File: src/rtl/maze_pkg.sv
`default_nettype none
// +----------------------------------------------------------------------+
// | Module   : maze_pkg                                                  |
// | Purpose  : Types and constants shared by the maze generator, its     |
// |            LFSR and the maze solver.                                 |
// | Contents : dir_e       - neighbour direction, same encoding as the   |
// |                          solver (LEFT=0, RIGHT=1, DOWN=2, UP=3)      |
// |            gen_state_e - generator FSM states                        |
// |            LFSR_TAPS   - Galois feedback mask (shift right)          |
// |            DEFAULT_SEED- replaces a zero seed                        |
// | Revision : 1.0 - initial release                                     |
// +----------------------------------------------------------------------+
package maze_pkg;

  typedef enum logic [2:0] {
    LEFT  = 3'd0,
    RIGHT = 3'd1,
    DOWN  = 3'd2,
    UP    = 3'd3,
    NONE  = 3'd4
  } dir_e;

  typedef enum logic [2:0] {
    S_IDLE = 3'd0,
    S_FILL = 3'd1,
    S_INIT = 3'd2,
    S_STEP = 3'd3,
    S_OPEN = 3'd4,
    S_DONE = 3'd5
  } gen_state_e;

  localparam logic [15:0] LFSR_TAPS    = 16'hB400;
  localparam logic [15:0] DEFAULT_SEED = 16'hACE1;

endpackage : maze_pkg
`default_nettype wire

File: src/rtl/maze_lfsr.sv
`default_nettype none
// +----------------------------------------------------------------------+
// | Module   : maze_lfsr                                                 |
// | Purpose  : 16-bit Galois LFSR (right shift, taps LFSR_TAPS). A zero   |
// |            seed is replaced by DEFAULT_SEED so the register never     |
// |            locks up at zero.                                         |
// | Ports    : clk     in   clock                                        |
// |            rst     in   synchronous active-high reset                |
// |            load    in   load seed (has priority over advance)        |
// |            seed    in   16-bit seed value                            |
// |            advance in   shift one step                               |
// |            q       out  low QW bits of the LFSR state                |
// | Revision : 1.0 - initial release                                     |
// +----------------------------------------------------------------------+
module maze_lfsr
  import maze_pkg::*;
#(
  parameter int QW = 16
) (
  input  logic          clk,
  input  logic          rst,
  input  logic          load,
  input  logic [15:0]   seed,
  input  logic          advance,
  output logic [QW-1:0] q
);

  logic [15:0] lfsr_q, lfsr_d;

  always_comb begin
    lfsr_d = lfsr_q;
    if (load) begin
      lfsr_d = (seed == 16'h0000) ? DEFAULT_SEED : seed;
    end else if (advance) begin
      lfsr_d = (lfsr_q >> 1) ^ (lfsr_q[0] ? LFSR_TAPS : 16'h0000);
    end
  end

  always_ff @(posedge clk) begin
    if (rst) begin
      lfsr_q <= DEFAULT_SEED;
    end else begin
      lfsr_q <= lfsr_d;
    end
  end

  assign q = lfsr_q[QW-1:0];

endmodule : maze_lfsr
`default_nettype wire

File: src/rtl/maze_generator.sv
`default_nettype none
// +----------------------------------------------------------------------+
// | Module   : maze_generator                                            |
// | Purpose  : Randomised depth-first backtracker producing a perfect    |
// |            maze (1 = wall, 0 = open). Entry at maze[0][1], exit at   |
// |            maze[SIZE-1][SIZE-2]. Cells sit at odd (x,y) squares.     |
// | Ports    : clk   in   clock                                          |
// |            rst   in   synchronous active-high reset                  |
// |            start in   begin generation (accepted in IDLE or DONE)    |
// |            seed  in   LFSR seed, sampled on accepted start           |
// |            step  in   (MAZE_GEN_STEP_EN only) STEP acts when high     |
// |            busy  out  high while generating                          |
// |            done  out  high when the maze is complete and stable      |
// |            maze  out  SIZE unpacked rows, maze[y][x]                 |
// | Options  : MAZE_GEN_STEP_EN adds the step input for single-stepping. |
// | Revision : 1.0 - initial release                                     |
// +----------------------------------------------------------------------+
module maze_generator
  import maze_pkg::*;
#(
  parameter int SIZE  = 9,
  parameter int N     = 4,
  parameter int CELLS = ((SIZE - 1) / 2) ** 2
) (
  input  logic            clk,
  input  logic            rst,
  input  logic            start,
  input  logic [15:0]     seed,
`ifdef MAZE_GEN_STEP_EN
  input  logic            step,
`endif
  output logic            busy,
  output logic            done,
  output logic [SIZE-1:0] maze [SIZE]
);

  localparam int HALF = (SIZE - 1) / 2;          // cells per edge
  localparam int SPW  = $clog2(CELLS + 1);       // stack pointer width
  localparam int IW   = $clog2(CELLS);           // stack index width

  gen_state_e      state_q, state_d;
  logic [SIZE-1:0] maze_q [SIZE];
  logic [SIZE-1:0] maze_d [SIZE];
  logic [2*N-1:0]  stack_q [CELLS];
  logic [2*N-1:0]  stack_d [CELLS];
  logic [SPW-1:0]  sp_q, sp_d;
  logic [N-1:0]    row_q, row_d;
  logic            busy_q, busy_d;
  logic            done_q, done_d;

  logic            w_load;
  logic            w_adv;
  logic            w_step_ok;
  logic [1:0]      w_rnd;
  logic [IW-1:0]   w_top_idx;
  logic [IW-1:0]   w_push_idx;
  logic [N-1:0]    w_cx, w_cy, w_sx, w_sy;
  logic [N-1:0]    w_nx [4];
  logic [N-1:0]    w_ny [4];
  logic [N-1:0]    w_wx [4];
  logic [N-1:0]    w_wy [4];
  logic [3:0]      w_inb;
  logic [3:0]      w_valid;
  logic [1:0]      w_sel;
  logic            w_found;
  dir_e            w_dir;

`ifdef MAZE_GEN_STEP_EN
  assign w_step_ok = step;
`else
  assign w_step_ok = 1'b1;
`endif

  maze_lfsr #(
    .QW (2)
  ) u_lfsr (
    .clk     (clk),
    .rst     (rst),
    .load    (w_load),
    .seed    (seed),
    .advance (w_adv),
    .q       (w_rnd)
  );

  // Top-of-stack cell and its square coordinates (2c+1).
  assign w_top_idx  = IW'(sp_q - SPW'(1));
  assign w_push_idx = IW'(sp_q);
  assign w_cx       = stack_q[w_top_idx][N-1:0];
  assign w_cy       = stack_q[w_top_idx][2*N-1:N];
  assign w_sx       = {w_cx[N-2:0], 1'b1};
  assign w_sy       = {w_cy[N-2:0], 1'b1};

  // Neighbour and wall squares per direction; a neighbour square still
  // holding a 1 has never been visited.
  always_comb begin
    w_nx[0] = w_sx - 2'd2;  w_ny[0] = w_sy;          w_wx[0] = w_sx - 1'b1;  w_wy[0] = w_sy;
    w_nx[1] = w_sx + 2'd2;  w_ny[1] = w_sy;          w_wx[1] = w_sx + 1'b1;  w_wy[1] = w_sy;
    w_nx[2] = w_sx;         w_ny[2] = w_sy + 2'd2;   w_wx[2] = w_sx;         w_wy[2] = w_sy + 1'b1;
    w_nx[3] = w_sx;         w_ny[3] = w_sy - 2'd2;   w_wx[3] = w_sx;         w_wy[3] = w_sy - 1'b1;
    w_inb[0] = (w_cx != '0);
    w_inb[1] = (w_cx != N'(HALF - 1));
    w_inb[2] = (w_cy != N'(HALF - 1));
    w_inb[3] = (w_cy != '0);
    for (int d = 0; d < 4; d++) begin
      w_valid[d] = w_inb[d] ? maze_q[w_ny[d]][w_nx[d]] : 1'b0;
    end
  end

  // Rotating priority scan starting at the random index.
  always_comb begin
    w_found = 1'b0;
    w_sel   = 2'd0;
    for (int k = 0; k < 4; k++) begin
      if (!w_found && w_valid[w_rnd + 2'(k)]) begin
        w_found = 1'b1;
        w_sel   = w_rnd + 2'(k);
      end
    end
    w_dir = w_found ? dir_e'({1'b0, w_sel}) : NONE;
  end

  always_comb begin
    state_d = state_q;
    maze_d  = maze_q;
    stack_d = stack_q;
    sp_d    = sp_q;
    row_d   = row_q;
    busy_d  = busy_q;
    done_d  = done_q;
    w_load  = 1'b0;
    w_adv   = 1'b0;
    case (state_q)
      S_IDLE, S_DONE: begin
        if (start) begin
          w_load  = 1'b1;
          row_d   = '0;
          busy_d  = 1'b1;
          done_d  = 1'b0;
          state_d = S_FILL;
        end
      end
      S_FILL: begin
        maze_d[row_q] = '1;
        if (row_q == N'(SIZE - 1)) begin
          state_d = S_INIT;
        end else begin
          row_d = row_q + 1'b1;
        end
      end
      S_INIT: begin
        maze_d[1][1] = 1'b0;
        stack_d[0]   = '0;
        sp_d         = SPW'(1);
        state_d      = S_STEP;
      end
      S_STEP: begin
        if (w_step_ok) begin
          w_adv = 1'b1;
          if (w_dir != NONE) begin
            maze_d[w_wy[w_sel]][w_wx[w_sel]] = 1'b0;
            maze_d[w_ny[w_sel]][w_nx[w_sel]] = 1'b0;
            // Square (2c+1) >> 1 recovers the cell coordinate c.
            stack_d[w_push_idx] = {w_ny[w_sel] >> 1, w_nx[w_sel] >> 1};
            sp_d = sp_q + 1'b1;
          end else begin
            sp_d = sp_q - 1'b1;
            if (sp_q == SPW'(1)) begin
              state_d = S_OPEN;
            end
          end
        end
      end
      S_OPEN: begin
        maze_d[0][1]           = 1'b0;
        maze_d[SIZE-1][SIZE-2] = 1'b0;
        done_d                 = 1'b1;
        busy_d                 = 1'b0;
        state_d                = S_DONE;
      end
      default: state_d = S_IDLE;
    endcase
  end

  always_ff @(posedge clk) begin
    if (rst) begin
      state_q <= S_IDLE;
      sp_q    <= '0;
      row_q   <= '0;
      busy_q  <= 1'b0;
      done_q  <= 1'b0;
      for (int y = 0; y < SIZE; y++) begin
        maze_q[y] <= '1;
      end
    end else begin
      state_q <= state_d;
      sp_q    <= sp_d;
      row_q   <= row_d;
      busy_q  <= busy_d;
      done_q  <= done_d;
      maze_q  <= maze_d;
    end
  end

  // The stack holds no meaning outside STEP, so it needs no reset.
  always_ff @(posedge clk) begin
    stack_q <= stack_d;
  end

  assign busy = busy_q;
  assign done = done_q;
  assign maze = maze_q;

endmodule : maze_generator
`default_nettype wire

File: config.mk
export PLATFORM = sky130hd
export DESIGN_NAME = maze_generator
export DESIGN_NICKNAME = d
export VERILOG_FILES = /design/src/rtl/maze_pkg.sv /design/src/rtl/maze_lfsr.sv /design/src/rtl/maze_generator.sv
export SDC_FILE = /design/constraint.sdc
export NUM_CORES = 1
export LEC_CHECK = 0
export BUFFER_PORTS_ARGS = -buffer_cell sky130_fd_sc_hd__buf_4
export CORE_MARGIN = 3
export CORE_UTILIZATION = 40
export DETAILED_ROUTE_END_ITERATION = 7
export PLACE_DENSITY = 0.62
export RECOVER_POWER = 100
export SLEW_MARGIN = 30
export SYNTH_ARGS = -nofsm -noshare
export SYNTH_HDL_FRONTEND = slang
export SYNTH_SLANG_ARGS = --single-unit
File: constraint.sdc
create_clock -name clk -period 5.5 [get_ports clk]
set_clock_uncertainty 0.2 [all_clocks]
set_input_delay 0.825 -clock clk [delete_from_list [all_inputs] [get_ports clk]]
set_output_delay 0.825 -clock clk [all_outputs]
set_load 0.02 [all_outputs]
==> parameters.txt, run 1 <==
Parameter                              Value

Outcome
  Outcome    finished clean

Cells and area
  Filler Cells Inserted    about 2,500
  Non-filler instance count after layout    about 1,500
  Final core utilization    a little under half
  Relative area change from synthesis to final layout    15.44%
  Proportion of layout cells with a drive suffix above 1    between 10% and 20%
  Total area of multi-input combinational cells    approximately 5000 µm²
  Diode count    0
  NumNets Final    approximately 1,200
  Area occupied by registers    approximately 5100 µm²

Clock tree
  CTS tree    yes
  Clock-pin transition on the worst setup and hold timing paths    0.06 ns
  Total of hold buffers inserted after clock tree synthesis    0
  Root Buffer    clkbuf_16
  Buffer levels on the longest clock path    3
  H-tree lvl count    1
  Number of buffers created by CTS    23
  Clock latency reported for the late side of the worst-skew pair    0.52 ns
  Clock sinks    207

Global routing
  Vias in the first global route    around 8,200
  Global-route usage over all layers    between 20% and 30%
  Global-route wire length before repair    ~47,000 µm
  Global route total overflow    0
  Pin count of the biggest net entering global routing    72
  Initial antenna violation count    0

Logic synthesis
  Post-synth EDFFs    96
  Number of warning messages in the yosys log    0
  Post-Syn Nets    ~1,100
  Proportion of netlist area held by the largest area contributor    26.99%
  Most numerous cell in the Yosys netlist    dfxtp_1
  Mean post-synth cell area    ~10 µm²
  Post-synth cell types    97
  Post-Syn Instances    1,018
  Fraction of registers with async set or reset after synthesis    0%
  Cell type with the largest total area after synthesis    edfxtp_1
  Most instantiated cells after synthesis    dfxtp_1, nand2_1, nor2_1
  Number of register bits inferred by synthesis    approximately 210
  Sequential share of the synthesized area    a little under half
  Flip-flop cell with the highest count after synthesis    dfxtp_1
  Synth area leaders    edfxtp_1, dfxtp_1, mux4_2, mux2i_1, nand2_1
  Summed instance area of the synthesized netlist    between 10,000 and 15,000 µm²

STA
  Unrepaired setup endpoints after global routing    false
  Summed negative setup slack over all endpoints    0 ns
  Shortest period the worst path allows    ~5.2 ns
  Number of max-slew violations in the final report    0
  Fmax    191.3 MHz
  Setup-failing EPs final    0
  Slew headroom    12.88%
  Share of the clock period used by the worst path    95.03%
  Least-Margin Pin Slew    approximately 1.3 ns
  Final Worst Setup Slack    roughly 0.27 ns
  Hold Violations, Final    0

Setup path
  Critical-path maximum fanout    9
  Element type at the critical path end    flip-flop
  Critical Path Source Type    flip-flop
  Critical path type    flip-flop to flip-flop
  CP Data Required Time    5.70 ns
  Arrival @ worst endpoint    5.43 ns

Floorplan
  # rows    a little under 60
  Starting density of the core    40.86%
  Io pins    102
  Core area    approximately 26,000 µm²
  Full die area    between 20,000 and 30,000 µm²
  Die extent in x    169.4 µm
  Die span in y    between 150 and 200 µm

Detailed routing
  Via Count    8,758
  Post-DRT Antenna Nets    0
  1st-pass router iterations    6
  Average detailed-routed wire length per instance    20.96 µm
  Wire length reported by the detailed router    roughly 31,000 µm
  Vias per inst    5.902
  Detailed router's first-iteration violation count    820
  DRC violation count after routing    0

Placed design
  Setup WS pre-CTS    about 0.11 ns
  Final Wtd Congestion    a little under 1
  Placed wire-length estimate    22,610 µm
  Placed instance count    about 1,400
  Buffers added on ports    101

Job
  Maxcap violations    0

Worst hold path
  HP Class    flip-flop to flip-flop
routing by layer:
layer,track usage (%),vias to the layer above,part of all wire (%)
met4,7.539,0,3.6
met2,32.40,382,45
li1,-,4072,-
met1,29.09,4235,43
met3,4.309,69,7.8
met5,0,-,0
repair_timing:
item                                    CTS  global route
resized for setup                         0             6
endpoints found under the setup margin    0           151
buffers inserted                          0             7
cell families after synthesis:
group | after synthesis | synth area share (%)
simple gates | 378 | 17.62
compound gates | 221 | 15.03
flops | 207 | 47.80
buf+inv | 96 | 4.417
mux | 88 | 12.16
xor+xnor | 14 | 1.324
fa+ha+maj | 14 | 1.640
worst max-delay path: stages, from the launching register on:
cell,delay (ns)
dfxtp_1,0.39
clkbuf_1,0.26
xnor2_1,0.70
nand2_1,0.11
and3_1,0.26
or2_2,0.38
inv_1,0.16
ha_1,0.21
a211oi_1,0.06
a211oi_2,0.24
and4_1,0.26
o21ai_1,0.10
a32oi_2,0.33
nand2_1,0.29
buf_4,0.24
a21boi_0,0.19
o21a_1,0.41
nor2b_1,0.22
o41ai_2,0.09
cells in the final DEF, fill, tap and decap left out, types with 8 or more instances in the layout:
master / Yosys / final
and3_1: 8 / 8
nor2_1: 97 / 96
a31oi_1: 10 / 10
mux4_2: 25 / 25
nor3_1: 33 / 32
nand2_1: 104 / 103
a21oi_1: 46 / 47
or3_1: 20 / 20
mux2i_1: 48 / 49
dfxtp_1: 111 / 110
o22ai_1: 31 / 31
o21ai_0: 24 / 29
edfxtp_1: 96 / 96
clkbuf_16: 0 / 23
nand2b_1: 10 / 10
inv_1: 27 / 27
nand3_1: 37 / 37
buf_4: 6 / 54
a221oi_1: 11 / 13
ha_1: 14 / 11
clkbuf_1: 32 / 92
a22oi_1: 14 / 13
layout make-up:
class,count,share of cell area [%]
tap,335,3.400
inverter,35,1.086
clock buffer,28,4.983
sequential,207,41.42
multi-input combinational,715,41.63
clock inverter,14,0.9642
timing repair buffer,150,6.516
through the flow:
step,cell area (µm²),hold slack [ns]
2_1_floorplan,10730,0.2505
3_3_place_gp,11870,0.2254
3_5_place_dp,11870,0.2287
4_1_cts,12610,0.2470
5_1_grt,12330,0.2569
6_report,12330,0.2408
final timing paths:
check        slack (ns)  cells after the start      from  endpoint
max                0.27                     18   sp_q[2]  maze[28]
max reg2reg        0.27                     18   sp_q[2]  maze[28]
min reg2reg        0.24                      1  maze[74]  maze[74]
min                0.24                      1  maze[74]  maze[74]
Power of run 1 is not shown: default switching activity piles up to over one toggle a cycle in this logic, so the estimate is an artifact.
==> run 2: changes to the inputs <==
--- a/config.mk
+++ b/config.mk
@@ -8,6 +8,7 @@
 export BUFFER_PORTS_ARGS = -buffer_cell sky130_fd_sc_hd__buf_4
 export CORE_MARGIN = 3
 export CORE_UTILIZATION = 40
+export CTS_BUF_LIST = sky130_fd_sc_hd__clkbuf_16
 export DETAILED_ROUTE_END_ITERATION = 7
 export PLACE_DENSITY = 0.62
 export RECOVER_POWER = 100
==> run 2 against run 1 <==
Effect of this change:
- first-iteration DRC count up 2.0%
- highest routed layer unchanged
- global-route usage did not move
- design area fell by 0.16%
- wire length is essentially flat
- utilization decreased by 0.077 points
==> parameters.txt, run 2 (synthesis gave the netlist of run 1 again) <==
Parameter                              Value

Job
  Maxcap violations    0 (unchanged)

Clock tree
  Buffer levels on the longest clock path    3 (unchanged)
  Total of hold buffers inserted after clock tree synthesis    0 (unchanged)
  CTS tree    yes (unchanged)
  Clock latency reported for the late side of the worst-skew pair    0.52 ns (about the same)
  Number of buffers created by CTS    23 (unchanged)
  H-tree lvl count    1 (unchanged)
  Clock-pin transition on the worst setup and hold timing paths    0.06 ns (about the same)
  Root Buffer    clkbuf_16 (unchanged)
  Clock sinks    207 (unchanged)

Cells and area
  NumNets Final    1,165 (unchanged)
  Proportion of layout cells with a drive suffix above 1    15.32% (was 15.49%)
  Finished Cell Area    12,310 µm² (was 12,330 µm²)
  Relative area change from synthesis to final layout    15.26% (was 15.44%)
  Non-filler instance count after layout    1,484 (unchanged)
  Commonest cells after routing, fill and taps aside    dfxtp_1, nand2_1, nor2_1, edfxtp_1, clkbuf_1 (unchanged)
  Diode count    0 (unchanged)
  Most common library cell in the layout ignoring fill and taps    dfxtp_1 (unchanged)
  Filler Cells Inserted    2,503 (was 2,498)

Detailed routing
  Post-DRT Antenna Nets    0 (unchanged)
  Vias per inst    5.894 (was 5.902)
  Via Count    8,747 (was 8,758)
  Wire length reported by the detailed router    31,110 µm (about the same)
  1st-pass router iterations    7 (was 6)
  DRC violation count after routing    0 (unchanged)
  Average detailed-routed wire length per instance    20.97 µm (was 20.96 µm)
  Detailed router's first-iteration violation count    836 (was 820)

Setup path
  Arrival @ worst endpoint    5.42 ns (was 5.43 ns)
  Cell mode on critical path    nand2_1 (unchanged)
  Critical Path Source Type    flip-flop (unchanged)
  Crit-path cells    clkbuf_1 > xnor2_1 > nand2_1 > and3_1 > or2_2 > inv_1 > ha_1 > a211oi_1 > a211oi_2 > and4_1 > o21ai_1 > a32oi_2 > nand2_1 > buf_4 > a21boi_0 > o21a_1 > nor2b_1 > o41ai_2 (unchanged)
  CP Data Required Time    5.70 ns (about the same)
  Critical-path maximum fanout    9 (unchanged)
  Cell class contributing the biggest share of worst-path delay    simple AND/OR/NAND/NOR gates (unchanged)
  Maximum single-stage delay on the critical path    0.69 ns (was 0.70 ns)
  Slowest cell on the critical path    xnor2_1 (unchanged)
  Critical path type    flip-flop to flip-flop (unchanged)
  Worst path bufs/invs    3 (unchanged)
  Element type at the critical path end    flip-flop (unchanged)

STA
  Unrepaired setup endpoints after global routing    false (unchanged)
  Slew headroom    12.89% (was 12.88%)
  Least-Margin Pin Slew    1.307 ns (about the same)
  Share of the clock period used by the worst path    94.90% (was 95.03%)
  Fmax    191.6 MHz (was 191.3 MHz)
  Number of max-slew violations in the final report    0 (unchanged)
  Setup-failing EPs final    0 (unchanged)
  Summed negative setup slack over all endpoints    0 ns (unchanged)
  Hold Violations, Final    0 (unchanged)
  Shortest period the worst path allows    5.219 ns (was 5.227 ns)

Floorplan
  Core area    26,130 µm² (unchanged)
  Starting density of the core    40.86% (unchanged)
  Full die area    28,690 µm² (unchanged)
  Die extent in x    169.4 µm (unchanged)
  # rows    59 (unchanged)
  Die span in y    169.4 µm (unchanged)
  Io pins    102 (unchanged)

Global routing
  Initial antenna violation count    0 (unchanged)
  Global-route wire length before repair    47,380 µm (unchanged)
  Vias in the first global route    8,170 (unchanged)
  Global-route usage over all layers    20.87% (unchanged)
  Pin count of the biggest net entering global routing    72 (unchanged)
  Global route total overflow    0 (unchanged)

Outcome
  Outcome    finished clean (unchanged)

Placed design
  Standard cell area after detailed placement    11,870 µm² (unchanged)
  Final Wtd Congestion    0.9942 (unchanged)
  Placed instance count    1,435 (unchanged)
  Placed wire-length estimate    22,610 µm (unchanged)
  Buffers added on ports    101 (unchanged)

Worst hold path
  HP Class    flip-flop to flip-flop (unchanged)
run 2: cell types whose count changed in the layout (fill, tap and decap cells not counted):
cell	delta
clkinv_1	+2
clkbuf_8	-2
inv_1	+3
clkbuf_1	-3
run 2: final timing paths:
check | from | endpoint | slack (ns) | depth (start not counted)
setup / recovery | sp_q[2] | maze[28] | 0.28 | 18
hold / removal | maze[74] | maze[74] | 0.24 | 1
setup reg to reg | sp_q[2] | maze[28] | 0.28 | 18
hold reg to reg | maze[74] | maze[74] | 0.24 | 1
run 2: repair_timing:
action,in CTS,in global routing
resized for setup,0,6
buffers inserted,0,7
endpoints found under the setup margin,0,151
run 2: cell type report:
type | instances | area [µm²] | share of cell area, %
multi-input combinational | 715 | 5132 | 41.70
sequential | 207 | 5106 | 41.49
timing repair buffer | 150 | 803.3 | 6.526
clock buffer | 23 | 575.6 | 4.676
tap | 335 | 419.2 | 3.405
clock inverter | 19 | 137.6 | 1.118
inverter | 35 | 133.9 | 1.088
run 2: routing by layer:
| layer | global-route usage [%] | part of all wire (%) | vias up |
|---|---|---|---|
| met4 | 7.539 | 3.8 | 0 |
| li1 | - | - | 4072 |
| met2 | 32.40 | 45 | 359 |
| met5 | 0 | 0 | - |
| met3 | 4.309 | 7.9 | 71 |
| met1 | 29.09 | 43 | 4245 |
run 2: stage by stage:
| step | utilization, % | setup slack (ns) | hold slack [ns] |
|---|---|---|---|
| 2_1_floorplan | - | 0.03212 | 0.2505 |
| 3_3_place_gp | 45.43 | 0.1595 | 0.2254 |
| 3_5_place_dp | 45.43 | 0.1136 | 0.2287 |
| 4_1_cts | 48.16 | 0.04311 | 0.2470 |
| 5_1_grt | 47.10 | 0.01307 | 0.2570 |
| 6_report | 47.10 | 0.2805 | 0.2403 |
Power of run 2 is left out for the same reason.
